<file path="src/rtl/dmem_arbiter.sv">
// dmem_arbiter: arbiter and sequencer for the single-port data memory behind
// the MEM stage. Shares the memory between the EX/MEM load/store request and
// the debug unit's access port, and drives a req/ack handshake to the memory.
// A debug request that has been bypassed for STARVE_LIMIT cycles takes
// priority over the pipeline, so debug waits are bounded.
//
// Ports:
//   clk, reset                      clock, asynchronous active-high reset
//   pipe_mem_read/_write/_addr/_wdata  EX/MEM access request
//   pipe_rdata, pipe_stall          load data, pipeline freeze (combinational)
//   dbg_req/_we/_addr/_wdata        debug access request (level)
//   dbg_rdata, dbg_done             debug read data, one-cycle completion pulse
//   mem_req/_we/_addr/_wdata        memory request, held until mem_ack
//   mem_rdata, mem_ack              memory read data and completion pulse
module dmem_arbiter #(
  parameter int DATA_WIDTH   = 32,
  parameter int STARVE_LIMIT = 8
) (
  input  logic                  clk,
  input  logic                  reset,
  input  logic                  pipe_mem_read,
  input  logic                  pipe_mem_write,
  input  logic [DATA_WIDTH-1:0] pipe_addr,
  input  logic [DATA_WIDTH-1:0] pipe_wdata,
  output logic [DATA_WIDTH-1:0] pipe_rdata,
  output logic                  pipe_stall,
  input  logic                  dbg_req,
  input  logic                  dbg_we,
  input  logic [DATA_WIDTH-1:0] dbg_addr,
  input  logic [DATA_WIDTH-1:0] dbg_wdata,
  output logic [DATA_WIDTH-1:0] dbg_rdata,
  output logic                  dbg_done,
  output logic                  mem_req,
  output logic                  mem_we,
  output logic [DATA_WIDTH-1:0] mem_addr,
  output logic [DATA_WIDTH-1:0] mem_wdata,
  input  logic [DATA_WIDTH-1:0] mem_rdata,
  input  logic                  mem_ack
);

  typedef enum logic [2:0] {
    IDLE      = 3'd0,
    PIPE_BUSY = 3'd1,
    PIPE_DONE = 3'd2,
    DBG_BUSY  = 3'd3,
    DBG_DONE  = 3'd4
  } state_t;

  localparam logic [7:0] LIMIT = 8'(STARVE_LIMIT);

  state_t     state;
  state_t     state_next;
  logic [7:0] starve_cnt;
  logic [7:0] starve_next;
  logic       pipe_pending;
  logic       dbg_wins;

  assign pipe_pending = pipe_mem_read | pipe_mem_write;
  // Debug goes first when the pipeline has nothing to do, or when it has
  // already been bypassed long enough.
  assign dbg_wins = dbg_req && ((starve_cnt == LIMIT) || !pipe_pending);

  // State register
  always_ff @(posedge clk or posedge reset) begin
    if (reset) begin
      state <= IDLE;
    end else begin
      state <= state_next;
    end
  end

  // Next-state logic
  always_comb begin
    state_next = state;
    case (state)
      IDLE: begin
        if (dbg_wins) begin
          state_next = DBG_BUSY;
        end else if (pipe_pending) begin
          state_next = PIPE_BUSY;
        end
      end
      PIPE_BUSY: if (mem_ack) state_next = PIPE_DONE;
      PIPE_DONE: state_next = IDLE;
      DBG_BUSY:  if (mem_ack) state_next = DBG_DONE;
      DBG_DONE:  state_next = IDLE;
      default:   state_next = IDLE;
    endcase
  end

  // Outputs decoded from state. mem_req is exactly "in a BUSY state", so it
  // drops the instant reset clears the state register.
  always_comb begin
    mem_req    = (state == PIPE_BUSY) || (state == DBG_BUSY);
    dbg_done   = (state == DBG_DONE);
    pipe_stall = pipe_pending && (state != PIPE_DONE);
  end

  // Starvation counter: counts cycles a debug request waits behind the
  // pipeline, saturating at the limit; cleared when debug is granted.
  always_comb begin
    starve_next = starve_cnt;
    if ((state == IDLE) && dbg_wins) begin
      starve_next = 8'd0;
    end else if (dbg_req && ((state == IDLE) || (state == PIPE_BUSY) ||
                             (state == PIPE_DONE)) && (starve_cnt < LIMIT)) begin
      starve_next = starve_cnt + 8'd1;
    end
  end

  always_ff @(posedge clk or posedge reset) begin
    if (reset) begin
      starve_cnt <= 8'd0;
    end else begin
      starve_cnt <= starve_next;
    end
  end

  // Request bus is loaded once on grant and held for the whole handshake;
  // read data is captured on ack, writes included (value is don't-care).
  always_ff @(posedge clk or posedge reset) begin
    if (reset) begin
      mem_we     <= 1'b0;
      mem_addr   <= '0;
      mem_wdata  <= '0;
      pipe_rdata <= '0;
      dbg_rdata  <= '0;
    end else begin
      if ((state == IDLE) && dbg_wins) begin
        mem_we    <= dbg_we;
        mem_addr  <= dbg_addr;
        mem_wdata <= dbg_wdata;
      end else if ((state == IDLE) && pipe_pending) begin
        mem_we    <= pipe_mem_write;
        mem_addr  <= pipe_addr;
        mem_wdata <= pipe_wdata;
      end
      if ((state == PIPE_BUSY) && mem_ack) begin
        pipe_rdata <= mem_rdata;
      end
      if ((state == DBG_BUSY) && mem_ack) begin
        dbg_rdata <= mem_rdata;
      end
    end
  end

endmodule

</file>
<file path="config.mk">
export PLATFORM = sky130hd
export DESIGN_NAME = dmem_arbiter
export DESIGN_NICKNAME = d
export VERILOG_FILES = /design/src/rtl/dmem_arbiter.sv
export SDC_FILE = /design/constraint.sdc
export NUM_CORES = 1
export LEC_CHECK = 0
export BUFFER_PORTS_ARGS = -buffer_cell sky130_fd_sc_hd__buf_2
export CAP_MARGIN = 5
export CORE_UTILIZATION = 25
export CTS_BUF_LIST = sky130_fd_sc_hd__clkbuf_8
export DETAILED_ROUTE_END_ITERATION = 16
export PLACE_DENSITY_LB_ADDON = 0.2
export SLEW_MARGIN = 20
export SYNTH_ARGS = -nofsm -noshare
export SYNTH_HDL_FRONTEND = slang
export SYNTH_SLANG_ARGS = --single-unit
</file>
<file path="constraint.sdc">
create_clock -name clk -period 6.11 [get_ports clk]
set_clock_uncertainty 0.1 [all_clocks]
set_input_delay 0.3055 -clock clk [delete_from_list [all_inputs] [get_ports clk]]
set_output_delay 0.3055 -clock clk [all_outputs]
set_load 0.005 [all_outputs]
</file>
# After elaboration in Yosys (flattened, before gate mapping)
# Index checks and enable logic that the tools add are counted.
totals:
  reg_bits: 140
  in_bits: 167
  output_inout_bits: 132
  elab_cells: 49
classes:
  n_addsub: 1
  order_cmp: 1
  eq_ne: 9
  muxes: 13
  bitwise_logic: 1
  n_reduce_logical: 17
op_table:
  columns: ["operator", "n"]
  rows:
  - ["$mux 32", 4]
  - ["$mux 8", 2]
  - ["$mux 3", 4]
  - ["$pmux 3 s3", 1]
  - ["$add 8x1->8 const B", 1]
  - ["$eq 8x4->1 const B", 1]
  - ["$logic_and 1x1->1", 8]
  - ["$lt 8x4->1 const B", 1]
  - ["$eq 3x2->1 const B", 2]
  - ["$logic_or 1x1->1", 4]
  - ["$ne 2x2->1 const B", 2]
  - ["$reduce_bool 2->1", 2]
  - ["$eq 3x1->1 const B", 1]
  - ["$eq 3x3->1 const B", 1]
  - ["$logic_not 3->1", 1]
  - ["$ne 3x2->1 const B", 1]
  - ["$ne 3x3->1 const B", 1]
  - ["$reduce_and 3->1", 1]
  - ["$mux 1", 2]
  - ["$logic_not 1->1", 1]
  - ["$or 1x1->1", 1]

# Logic depth before layout (Yosys ltp)
# Gate-level depths: netlist of run 1.
depth:
  depth_word: 7
  mapped_depth: 8
  depth_no_buf: 5

# Worst setup path after synthesis of run 1
# OpenSTA, ideal clock, no wires.
synth_path:
  path_type: "flip-flop to flip-flop"
  start: "register state[1]"
  end: "register mem_wdata[6]"
  setup_ns: 0.123
  arrival_ns: 1.658
  required_time_ns: 5.887
  path_slack_ns: 4.229
  stages_incl_launch_ff: 7
  n_path_buf: 3
  period_less_slack_ns: 1.881
  path_cell_list: "dfrtp_1 > clkbuf_1 > nor3_1 > buf_2 > buf_2 > o21ai_0 > o221a_2"
synth_via:
  elab_chain_cells: 3
  word_cells_on_any_way: 5
  classes_between: "mux: 1; reduce/logical: 4"
synth_lines:
  columns: ["element", "line", "source"]
  rows:
  - ["start: declaration", "51", "state_t state;"]
  - ["start signal: assignment", "68", "state <= state_next;"]
  - ["$logic_not 3->1 *", "129, 133", null]
  - ["$logic_and 1x1->1 (on tied branches)", "129, 133", null]
  - ["$mux 32 / $reduce_bool 2->1 (equally long branches)", null, null]
  - ["end signal: assignment", "132", "mem_wdata <= dbg_wdata;"]
  - ["end signal: assignment", "136", "mem_wdata <= pipe_wdata;"]
  - ["end: declaration", "36", "output logic [DATA_WIDTH-1:0] mem_wdata,"]
# Every way passes the cells marked *; elsewhere a longest branch is shown, timed or not.
# A chain may end at the register's enable or synchronous reset.

# Worst setup path after layout of run 1
layout_path:
  start: "register starve_cnt[6]"
  end: "register mem_addr[8]"
layout_via:
  elab_chain_cells: 5
  word_cells_on_any_way: 6
  classes_between: "eq/ne: 1; mux: 1; reduce/logical: 4"
layout_lines:
  columns: ["element", "line", "source"]
  rows:
  - ["start: declaration", "53", "logic [7:0] starve_cnt;"]
  - ["start signal: assignment", "115", "starve_cnt <= starve_next;"]
  - ["$eq 8x4->1 *", "61", "assign dbg_wins = dbg_req && ((starve_cnt == LIMIT) || !pipe_pending);"]
  - ["$logic_or 1x1->1 *", "61", null]
  - ["$logic_and 1x1->1 *", "61", null]
  - ["$logic_and 1x1->1 *", "129", "if ((state == IDLE) && dbg_wins) begin"]
  - ["$mux 32 / $reduce_bool 2->1 (equally long branches)", null, null]
  - ["end signal: assignment", "131", "mem_addr <= dbg_addr;"]
  - ["end signal: assignment", "135", "mem_addr <= pipe_addr;"]
  - ["end: declaration", "35", "output logic [DATA_WIDTH-1:0] mem_addr,"]
# Marks and branches as above.

==> metrics.md, run 1 <==
| Metric | Value |
|---|---|
| CTS Buf Count | `17` |
| Crit path DAT | `3140 ps` |
| Critical path class | `flop to flop` |
| Vias in the first global route | `~7.0k` |
| RSZ-0062 raised after global routing | `false` |
| CP max FO | `slightly above 40` |
| Vias per cell | `around 4.9` |
| Worst VDD drop | `between 0.00015 and 0.0002 V` |
| DR pass1 iterations | `5` |
| Fmax | `around 340 MHz` |
| Rows | `64` |
| Slowest-stage cell, CP | `and4b_4` |
| Tightest Pin Transition | `about 1100 ps` |
| Post-synthesis cell type count | `38` |
| Leakage | `between 0.004 and 0.005 uW` |
| Final Hold Viols | `0` |
| Worst Reg2Reg Path Length in Cells | `5` |
| Synth Area per Inst | `approximately 10 um2` |
| Area leader, netlist | `dfrtp_1` |
| DRT iter0 DRCs | `337` |
| Status | `finished, final reports clean` |
| Clock Sinks | `between 100 and 150` |
| Slew headroom | `28.3%` |
| Cell breakdown of the critical path | `nor4_2 > and4b_4 > buf_4 > mux2i_1 > o221a_2` |
| Combinational fraction of design power | `a little under half` |
| Sw Ratio | `between 30% and 40%` |
| Bufs and invs on worst path | `1` |
| Drt wl/cell | `~18 um` |
| Clk_lat worst skew | `around 430 ps` |
| Area growth, synth to finish | `31.6%` |
| Final Setup Violations | `0` |
| Critical Path Start Type | `flop` |
| CP Capture Type | `flop` |
| Fin nets | `between 1k and 1.5k` |
| TritonCTS clock tree | `yes` |
| Max-slew violations | `0` |
| Total Power | `between 4000 and 5000 uW` |
| Crit path largest cell delay | `around 850 ps` |
| Top post-synthesis cells by area | `dfrtp_1 (45%), mux2_2 (9.2%), mux2i_1 (8.3%)` |
| Htree depth | `4` |
| Critical path's top delay family | `simple AND/OR/NAND/NOR gates` |
| Grt ovf | `0` |
| Count leader, synth | `dfrtp_1` |
| Critical path depth in cells | `5` |
| P_sw | `~1700 uW` |
| Fraction of layout cells with a size suffix above 1 | `44.5%` |
| DRC viols | `0` |
| Die Height | `179 um` |
| Post-synth top cells | `dfrtp_1 (140), nor2_1 (122), nor3_1 (114)` |
| Die width | `~180 um` |
| Number of port buffers | `about 300` |
| DR vias | `between 7k and 8k` |
| Post-Synthesis Cell Area | `~8000 um2` |
| Max Cap Viol | `0` |
| Routability cong. | `about 0.78` |
| Remaining antenna violation count after routing | `0` |
| Synthesized flop and latch total | `140` |
| # resized after CTS | `0` |
| Final TNS setup | `0 ps` |
| Hold Crit Depth | `3` |
| Worst hold path class | `primary input to flop` |
| Clock share of power | `between 15 and 20%` |
| Net count after synthesis | `between 900 and 1k` |
| Period Utilization, post-route | `47.9%` |
| Clk pin slew, worst setup/hold paths | `approximately 100 ps` |
| Clk buf depth | `2` |
| First-pass GRT wire length | `40,200 um` |
| PD cells | `~440 nW/um2` |
| Total track usage | `between 10% and 20%` |
| YS warnings | `0` |
| Dominant synthesized flop cell | `dfrtp_1` |
| Root Buffer Master | `clkbuf_8` |
| Post-detail-place hpwl | `approximately 17,000 um` |
| Area share of the largest cell type after synthesis | `between 40% and 50%` |
| Largest net degree at the start of global routing | `93` |
| P_int | `2820 uW` |
| I/O Pins | `between 200 and 300` |
| Routed wire length | `26,800 um` |
| Power share of the sequential group | `between 30% and 40%` |
| Die ar. | `between 30,000 and 40,000 um2` |
| Core Footprint | `between 30,000 and 40,000 um2` |
| Post-CTS Setup Inserts | `0` |
| Antenna violations before repair | `2` |
| Mapped Cells | `between 700 and 800` |
| EDFF count, synth | `0` |
| Tmin final | `a little under 3000 ps` |
| CP required | `6320 ps` |
| Async SR Flop Fraction | `100%` |
| Sequential fraction of the synthesis area | `around 45%` |
| Initial Util | `25.4%` |
-- metal layers --
metal | up-vias | global-route usage [%] | wire [um]
li1 | 3439 | - | -
met1 | 3501 | 21.4 | 11800
met3 | 12 | 3.22 | 1290
met5 | - | 0 | 0
met2 | 204 | 27.6 | 13400
met4 | 0 | 4.31 | 217
-- sequential cells by signal (all words and copies together), names as in the netlist --
register	count
mem_addr	32
mem_we	1
pipe_rdata	32
dbg_rdata	32
starve_cnt	8
mem_wdata	32
state	3
-- placed cells by master, fill, tap and decap left out, types with 3 or more instances in the layout --
cell type / count
a221oi_2: 8
and2_1: 4
buf_2: 298
buf_4: 11
clkbuf_8: 17
clkinv_2: 3
clkinv_4: 3
clkinvlp_4: 3
dfrtp_1: 140
dlygate4sd3_1: 34
inv_1: 6
inv_6: 3
mux2_2: 64
mux2i_1: 65
nand2_1: 5
nand2b_1: 17
nor2_1: 119
nor2_4: 3
nor3_1: 113
nor3b_1: 3
o21ai_0: 57
o221a_2: 56
o22ai_1: 17
-- worst register-to-register path: stages (launching register included) --
cell	delay, ps
dfrtp_1	390
nor4_2	370
and4b_4	850
buf_4	650
mux2i_1	190
o221a_2	260
-- power by group through the flow --
stage               sequential, uW  combinational, uW  clock (uW)
floorplan                     1680               1230           0
global placement              1680               2080           0
detailed placement            1670               2110           0
CTS                           1670               2130         824
global route                  1730               2280         855
finish                        1660               2080         771
-- area by class of cell --
class | count | area [um2]
fill | 3211 | 20400
multi-input combinational | 555 | 3930
sequential | 140 | 3500
timing repair buffer | 343 | 1910
tap | 396 | 495
clock buffer | 17 | 234
clock inverter | 15 | 149
inverter | 6 | 30.0
antenna | 2 | 5.00
-- through the flow --
step / hold slack [ps] / setup slack (ps) / std cells / utilization (%) / area (um2)
2_1_floorplan: 295 / 1950 / 778 / - / 7800
3_3_place_gp: 383 / 3230 / 1406 / 31.1 / 9540
3_5_place_dp: 387 / 3180 / 1406 / 31.1 / 9540
4_1_cts: 69.3 / 3190 / 1472 / 33.5 / 10300
5_1_grt: 71.5 / 3050 / 1474 / 33.5 / 10300
6_report: 121 / 3180 / 1474 / 33.5 / 10300
-- worst paths after layout --
check	slack [ps]	endpoint	start
max in group asynchronous	4150	starve_cnt[3]	reset
max	3180	mem_addr[8]	starve_cnt[6]
min	120	mem_wdata[3]	pipe_wdata[3]
min reg2reg	410	pipe_rdata[23]	pipe_rdata[23]
max reg2reg	3180	mem_addr[8]	starve_cnt[6]
min in group asynchronous	510	dbg_rdata[28]	reset
-- repair_timing --
action / in CTS / in global routing
hold buffers: 34 / 0
setup endpoints to repair: 0 / 0
hold endpoints to repair: 152 / 0
-- cell families (layout without fill, tap and decap cells) --
logic type | count (synthesis) | in the layout | synth area share, %
AO/OA/AOI/OAI | 144 | 144 | 15.2
other | 0 | 2 | 0
buffers and inverters | 83 | 381 | 5.12
AND/OR/NAND/NOR | 278 | 278 | 16.6
adder cells (fa/ha/maj) | 2 | 2 | 0.321
multiplexers | 129 | 129 | 17.6
XOR/XNOR | 2 | 2 | 0.225
flip-flops | 140 | 140 | 44.9
(Power assumes the default switching activity.)
==> run 2, diff against run 1 <==
==> constraint.sdc (replaced) <==
create_clock -name clk -period 3 [get_ports clk]
set_clock_uncertainty 0.1 [all_clocks]
set_input_delay 0.15 -clock clk [delete_from_list [all_inputs] [get_ports clk]]
set_output_delay 0.15 -clock clk [all_outputs]
set_load 0.005 [all_outputs]
==> run 2 against run 1 <==
Compared with the run above:
- sequential power rose by 100%
- sequential cell count did not move
- total power rose by 100%
- combinational power rose by 110%
- utilization rose by 1.0 points
- first-iteration DRC count fell by 4.2%
- global-route usage rose by 0.15 points
- non-clock buffer count rose by 28
- final cell count rose by 2.0%
- largest cell class unchanged
- largest power group unchanged
==> metrics.md, run 2 (synthesized netlist as in run 1, its figures left out) <==
| Metric | Value |
|---|---|
| Final TNS setup | `0 ps` |
| M3 GR Usage | `around 3.9%` |
| GR Layer Usage met1 | `about a fifth` |
| Vias per cell | `approximately 4.8` |
| PD cells | `roughly 900 nW/um2` |
| Most frequent cells in the layout | `buf_2 (298), dfrtp_1 (140), nor2_1 (119), nor3_1 (113), mux2i_1 (65)` |
| Grt ovf | `0` |
| Footprint of the multi-input gates | `between 3000 and 4000 um2` |
| Largest net degree at the start of global routing | `74` |
| CP max FO | `26` |
| Slew headroom | `40.3%` |
| Hold Path Sink | `mem_we` |
| Leakage | `around 0.0045 uW` |
| Max Cap Viol | `0` |
| Tightest Pin Transition | `895 ps` |
| Post-detail-place hpwl | `17,300 um` |
| Commonest non-fill, non-tap cell in the layout | `buf_2` |
| M2 GR Usage | `roughly 27%` |
| Min-delay src | `dbg_we` |
| Worst Reg2Reg Path Length in Cells | `6` |
| Clk_lat worst skew | `about 460 ps` |
| Total track usage | `between 15 and 20%` |
| Routability cong. | `~0.73` |
| Clk pin slew, worst setup/hold paths | `100 ps` |
| Grt peak-use layer | `met2` |
| TritonCTS clock tree | `yes` |
| Final Setup Violations | `0` |
| CP required | `between 3000 and 4000 ps` |
| Fmax | `between 300 and 400 MHz` |
| CTS Buf Count | `17` |
| Initial Util | `25.4%` |
| FF-to-FF Start | `starve_cnt[6]` |
| Fin nets | `approximately 1.3k` |
| Drt wl/cell | `17.8 um` |
| Final Hold Viols | `0` |
| WHS | `around 32 ps` |
| Worst hold path class | `primary input to flop` |
| DR vias | `7,232` |
| CP Capture Type | `flop` |
| Status | `finished, final reports clean` |
| Fill cells | `3,198` |
| DR pass1 iterations | `4` |
| Die width | `179 um` |
| Worst VDD drop | `0.000288 V` |
| Final Core Density | `about a third` |
| DRT iter0 DRCs | `323` |
| Clock Sinks | `140` |
| Fraction of layout cells with a size suffix above 1 | `between 40 and 50%` |
| Core Footprint | `~30,000 um2` |
| Critical path class | `flop to flop` |
| Root Buffer Master | `clkbuf_8` |
| RSZ-0062 raised after global routing | `false` |
| Crit path DAT | `roughly 3100 ps` |
| I/O Pins | `about 300` |
| Die Height | `179 um` |
| Tmin final | `between 2000 and 3000 ps` |
| Area growth, synth to finish | `35.6%` |
| Hold Crit Depth | `3` |
| Routed wire length | `~27,000 um` |
| Vias in the first global route | `slightly above 7k` |
| Htree depth | `4` |
| Die ar. | `approximately 32,000 um2` |
| Critical Path Start Type | `flop` |
| R2R Setup Slk | `between 200 and 250 ps` |
| DRC viols | `0` |
| # resized after CTS | `0` |
| Max-slew violations | `0` |
| Reg2reg end | `mem_wdata[10]` |
| Period Utilization, post-route | `around 93%` |
| Remaining antenna violation count after routing | `0` |
| First-pass GRT wire length | `slightly above 40,000 um` |
| Sequential cell area | `3500 um2` |
| Antenna violations before repair | `2` |
| Clk buf depth | `2` |
| Number of port buffers | `approximately 300` |
| Rows | `64` |
==> run 2: changes by cell type in the layout (fill, tap and decap cells not counted), moves of 3 or more <==
cell           previous run  this run
dlygate4sd3_1            34        53
buf_4                    11        15
buf_12                    0         5
inv_6                     3         7
inv_8                     0         3
clkinv_4                  3         0
==> run 2: what timing repair did <==
action | in CTS | in global routing
hold buffers | 53 | 0
buffers inserted | 0 | 0
endpoints found under the hold margin | 112 | 0
==> run 2: cell type report <==
type	count	area share, %
multi-input combinational	555	37.2
sequential	140	33.1
timing repair buffer	371	21.1
tap	396	4.69
clock buffer	18	2.34
clock inverter	14	1.16
inverter	6	0.272
antenna	3	0.0710
==> run 2: per-stage QoR <==
| step | setup slack, ps | area, um2 | total power [uW] | std cells |
|---|---|---|---|---|
| finish | 201 | 10600 | 9240 | 1503 |
| global route | 52.2 | 10600 | 9960 | 1502 |
| CTS | 207 | 10600 | 9420 | 1500 |
| detailed placement | 702 | 9670 | 7770 | 1415 |
| global placement | 698 | 9670 | 7720 | 1415 |
| floorplan | 1000 | 7800 | 5930 | 778 |
==> run 2: critical path, cell delays in order, from the launching register on <==
cell	delay, ps
dfrtp_1	400
nor4_2	350
and4b_4	630
buf_12	290
mux2i_1	100
dlygate4sd3_1	570
o221a_2	250
==> run 2: how the worst max path moves through the flow <==
| stage | start | endpoint | cells past startpoint |
|---|---|---|---|
| 2_1_floorplan | reset | dbg_rdata[0] | 1 |
| 3_3_place_gp | starve_cnt[6] | mem_we | 5 |
| 3_5_place_dp | starve_cnt[6] | mem_wdata[1] | 5 |
| 4_1_cts | starve_cnt[6] | mem_wdata[7] | 6 |
| 5_1_grt | starve_cnt[6] | mem_wdata[10] | 6 |
| 6_report | starve_cnt[6] | mem_wdata[10] | 6 |
==> run 2: routing by layer <==
metal / routed length [um] / part of all wire (%)
met2: 13200 / 49
met3: 1230 / 4.6
met5: 0 / 0
met1: 11900 / 45
met4: 373 / 1.4
==> run 2: report_power, final <==
part / internal, uW / switching [uW]
Clock: 628 / 899
Sequential: 2840 / 543
Combinational: 2230 / 2100
Total: 5700 / 3540
==> run 3, diff against run 2 <==
--- a/config.mk
+++ b/config.mk
@@ -7,7 +7,7 @@
 export LEC_CHECK = 0
 export BUFFER_PORTS_ARGS = -buffer_cell sky130_fd_sc_hd__buf_2
 export CAP_MARGIN = 5
-export CORE_UTILIZATION = 25
+export CORE_UTILIZATION = 50
 export CTS_BUF_LIST = sky130_fd_sc_hd__clkbuf_8
 export DETAILED_ROUTE_END_ITERATION = 16
 export PLACE_DENSITY_LB_ADDON = 0.2
==> run 3 against run 2 <==
Compared with the run above:
- via count is 2.1% higher
- die area fell by 50%
- sequential power is essentially flat
- critical path depth fell by 1
- highest routed layer unchanged
- final area fell by 2.9%
- register-to-register slack improved by 560 ps
- clock power grew 12%
- critical path type unchanged
- critical endpoint is now mem_wdata[6]
- hold slack got worse by 6.5 ps
- total power up 0.32%
- sequential cell count did not move
- largest power group unchanged
- clock-buffer cell count down 1
- combinational power shrank 3%
==> metrics.md, run 3 (synthesized netlist as in run 1, its figures left out) <==
| Metric | Value |
|---|---|
| Status | `finished, final reports clean` |
| Final TNS setup | `0 ps` |
| CP Capture Type | `flop` |
| Worst VDD drop | `~0.00063 V` |
| Final Setup Violations | `0` |
| Vias per cell | `5.76` |
| Antenna violations before repair | `0` |
| Post-detail-place hpwl | `between 10,000 and 15,000 um` |
| DR vias | `between 7k and 8k` |
| Max Cap Viol | `0` |
| Die ar. | `roughly 16,000 um2` |
| Root Buffer Master | `clkbuf_8` |
| Clk_lat worst skew | `450 ps` |
| PD cells | `903 nW/um2` |
| Tmin final | `around 2200 ps` |
| DR pass1 iterations | `5` |
| Period Utilization, post-route | `74.6%` |
| Number of port buffers | `around 300` |
| Inst Count DP | `1,206` |
| Clock Sinks | `between 100 and 150` |
| P_int | `around 5900 uW` |
| Power share of the sequential group | `36.3%` |
| Non-Filler Instances | `1,282` |
| CP required | `around 3300 ps` |
| First-pass GRT wire length | `around 37,000 um` |
| Combinational fraction of design power | `between 40% and 50%` |
| Crit path DAT | `roughly 2500 ps` |
| Rows | `45` |
| Clk buf depth | `2` |
| Fmax | `approximately 450 MHz` |
| DRT iter0 DRCs | `approximately 420` |
| DRC viols | `0` |
| Area growth, synth to finish | `31.6%` |
| Leakage | `~0.0045 uW` |
| Grt ovf | `0` |
| Fill cells | `1,216` |
| CP max FO | `18` |
| Htree depth | `4` |
| Worst hold path class | `primary input to flop` |
| Worst Reg2Reg Path Length in Cells | `5` |
| Largest net degree at the start of global routing | `90` |
| Fraction of layout cells with a size suffix above 1 | `about 45%` |
| Vias in the first global route | `between 7k and 8k` |
| Total track usage | `28.7%` |
| Commonest non-fill, non-tap cell in the layout | `buf_2` |
| Slew headroom | `43.4%` |
| Die width | `roughly 130 um` |
| Sw Ratio | `a little over a third` |
| FF-to-FF Start | `starve_cnt[6]` |
| Initial Util | `about half` |
| TritonCTS clock tree | `yes` |
| Sequential cell area | `approximately 3500 um2` |
| Final Hold Viols | `0` |
| P_sw | `roughly 3400 uW` |
| Critical Path Start Type | `flop` |
| Min-delay src | `dbg_we` |
| Hold Crit Depth | `3` |
| Reg2reg end | `mem_wdata[6]` |
| Diode count | `0` |
| R2R Setup Slk | `760 ps` |
| Fin nets | `around 1.3k` |
| Remaining antenna violation count after routing | `0` |
| RSZ-0062 raised after global routing | `false` |
| Drt wl/cell | `approximately 18 um` |
| Max-slew violations | `0` |
| Hold Path Sink | `mem_we` |
| I/O Pins | `around 300` |
| Tightest Pin Transition | `between 800 and 900 ps` |
| Most frequent cells in the layout | `buf_2 (298), dfrtp_1 (140), nor2_1 (119), nor3_1 (113), mux2i_1 (65)` |
| Routed wire length | `22,900 um` |
| Clk pin slew, worst setup/hold paths | `100 ps` |
| Core Footprint | `about 15,000 um2` |
| Routability cong. | `about 0.8` |
| CTS Buf Count | `17` |
| Clock share of power | `between 10% and 20%` |
| Die Height | `approximately 130 um` |
| Footprint of the multi-input gates | `roughly 4000 um2` |
| Critical path class | `flop to flop` |
run 3: metal layers:
layer	part of all wire, %	routed length, um	global-route usage [%]
met1	43	9780	36.7
met2	49	11100	47.7
met3	6.3	1440	6.71
met4	2.3	531	10.5
met5	0	0	0
run 3: how the worst max path moves through the flow:
stage / start / to / slack [ps]
after floorplan: reset / dbg_rdata[0] / 1000
final: starve_cnt[6] / mem_wdata[6] / 760
after detailed placement: starve_cnt[6] / mem_wdata[6] / 790
after global placement: starve_cnt[6] / mem_wdata[6] / 850
after CTS: starve_cnt[6] / mem_wdata[6] / 770
after global routing: starve_cnt[6] / mem_wdata[4] / 650
run 3: stage by stage:
step	cell area (um2)	utilization [%]	power, uW	worst slack, ps	hold slack, ps
finish	10300	67.5	9270	762	25.2
global route	10300	67.5	9840	653	8.66
CTS	10300	67.5	9290	770	0.156
detailed placement	9390	61.8	7540	792	-55.6
global placement	9390	61.8	7450	850	-55.4
floorplan	7800	-	5930	1000	139
run 3: power by group through the flow:
stage | clock network (uW) | registers [uW] | logic [uW]
final | 1720 | 3370 | 4190
after global routing | 1820 | 3480 | 4540
after CTS | 1730 | 3360 | 4200
after detailed placement | 0 | 3380 | 4150
after global placement | 0 | 3360 | 4090
after floorplan | 0 | 3430 | 2510
run 3: critical path, stage by stage (launching register included):
cell and delay, ps:
dfrtp_1 410, nor4_2 360, and4b_4 560, buf_4 310, mux2i_1 230, o221a_2 200
run 3: final cells by class:
| type | instances | share of cell area [%] |
|---|---|---|
| inverters | 6 | 0.280 |
| well taps | 188 | 2.29 |
| flip-flops and latches | 140 | 34.1 |
| repair buffers | 361 | 20.8 |
| multi-input cells | 555 | 38.2 |
| clock buffers | 17 | 2.28 |
| clock inverters | 15 | 1.96 |
run 3: repair_timing:
action                                  CTS  global route
endpoints found under the hold margin   215             0
resized for setup                         0             0
endpoints found under the setup margin    0             0
setup buffers                             0             0
hold buffers                             44             0
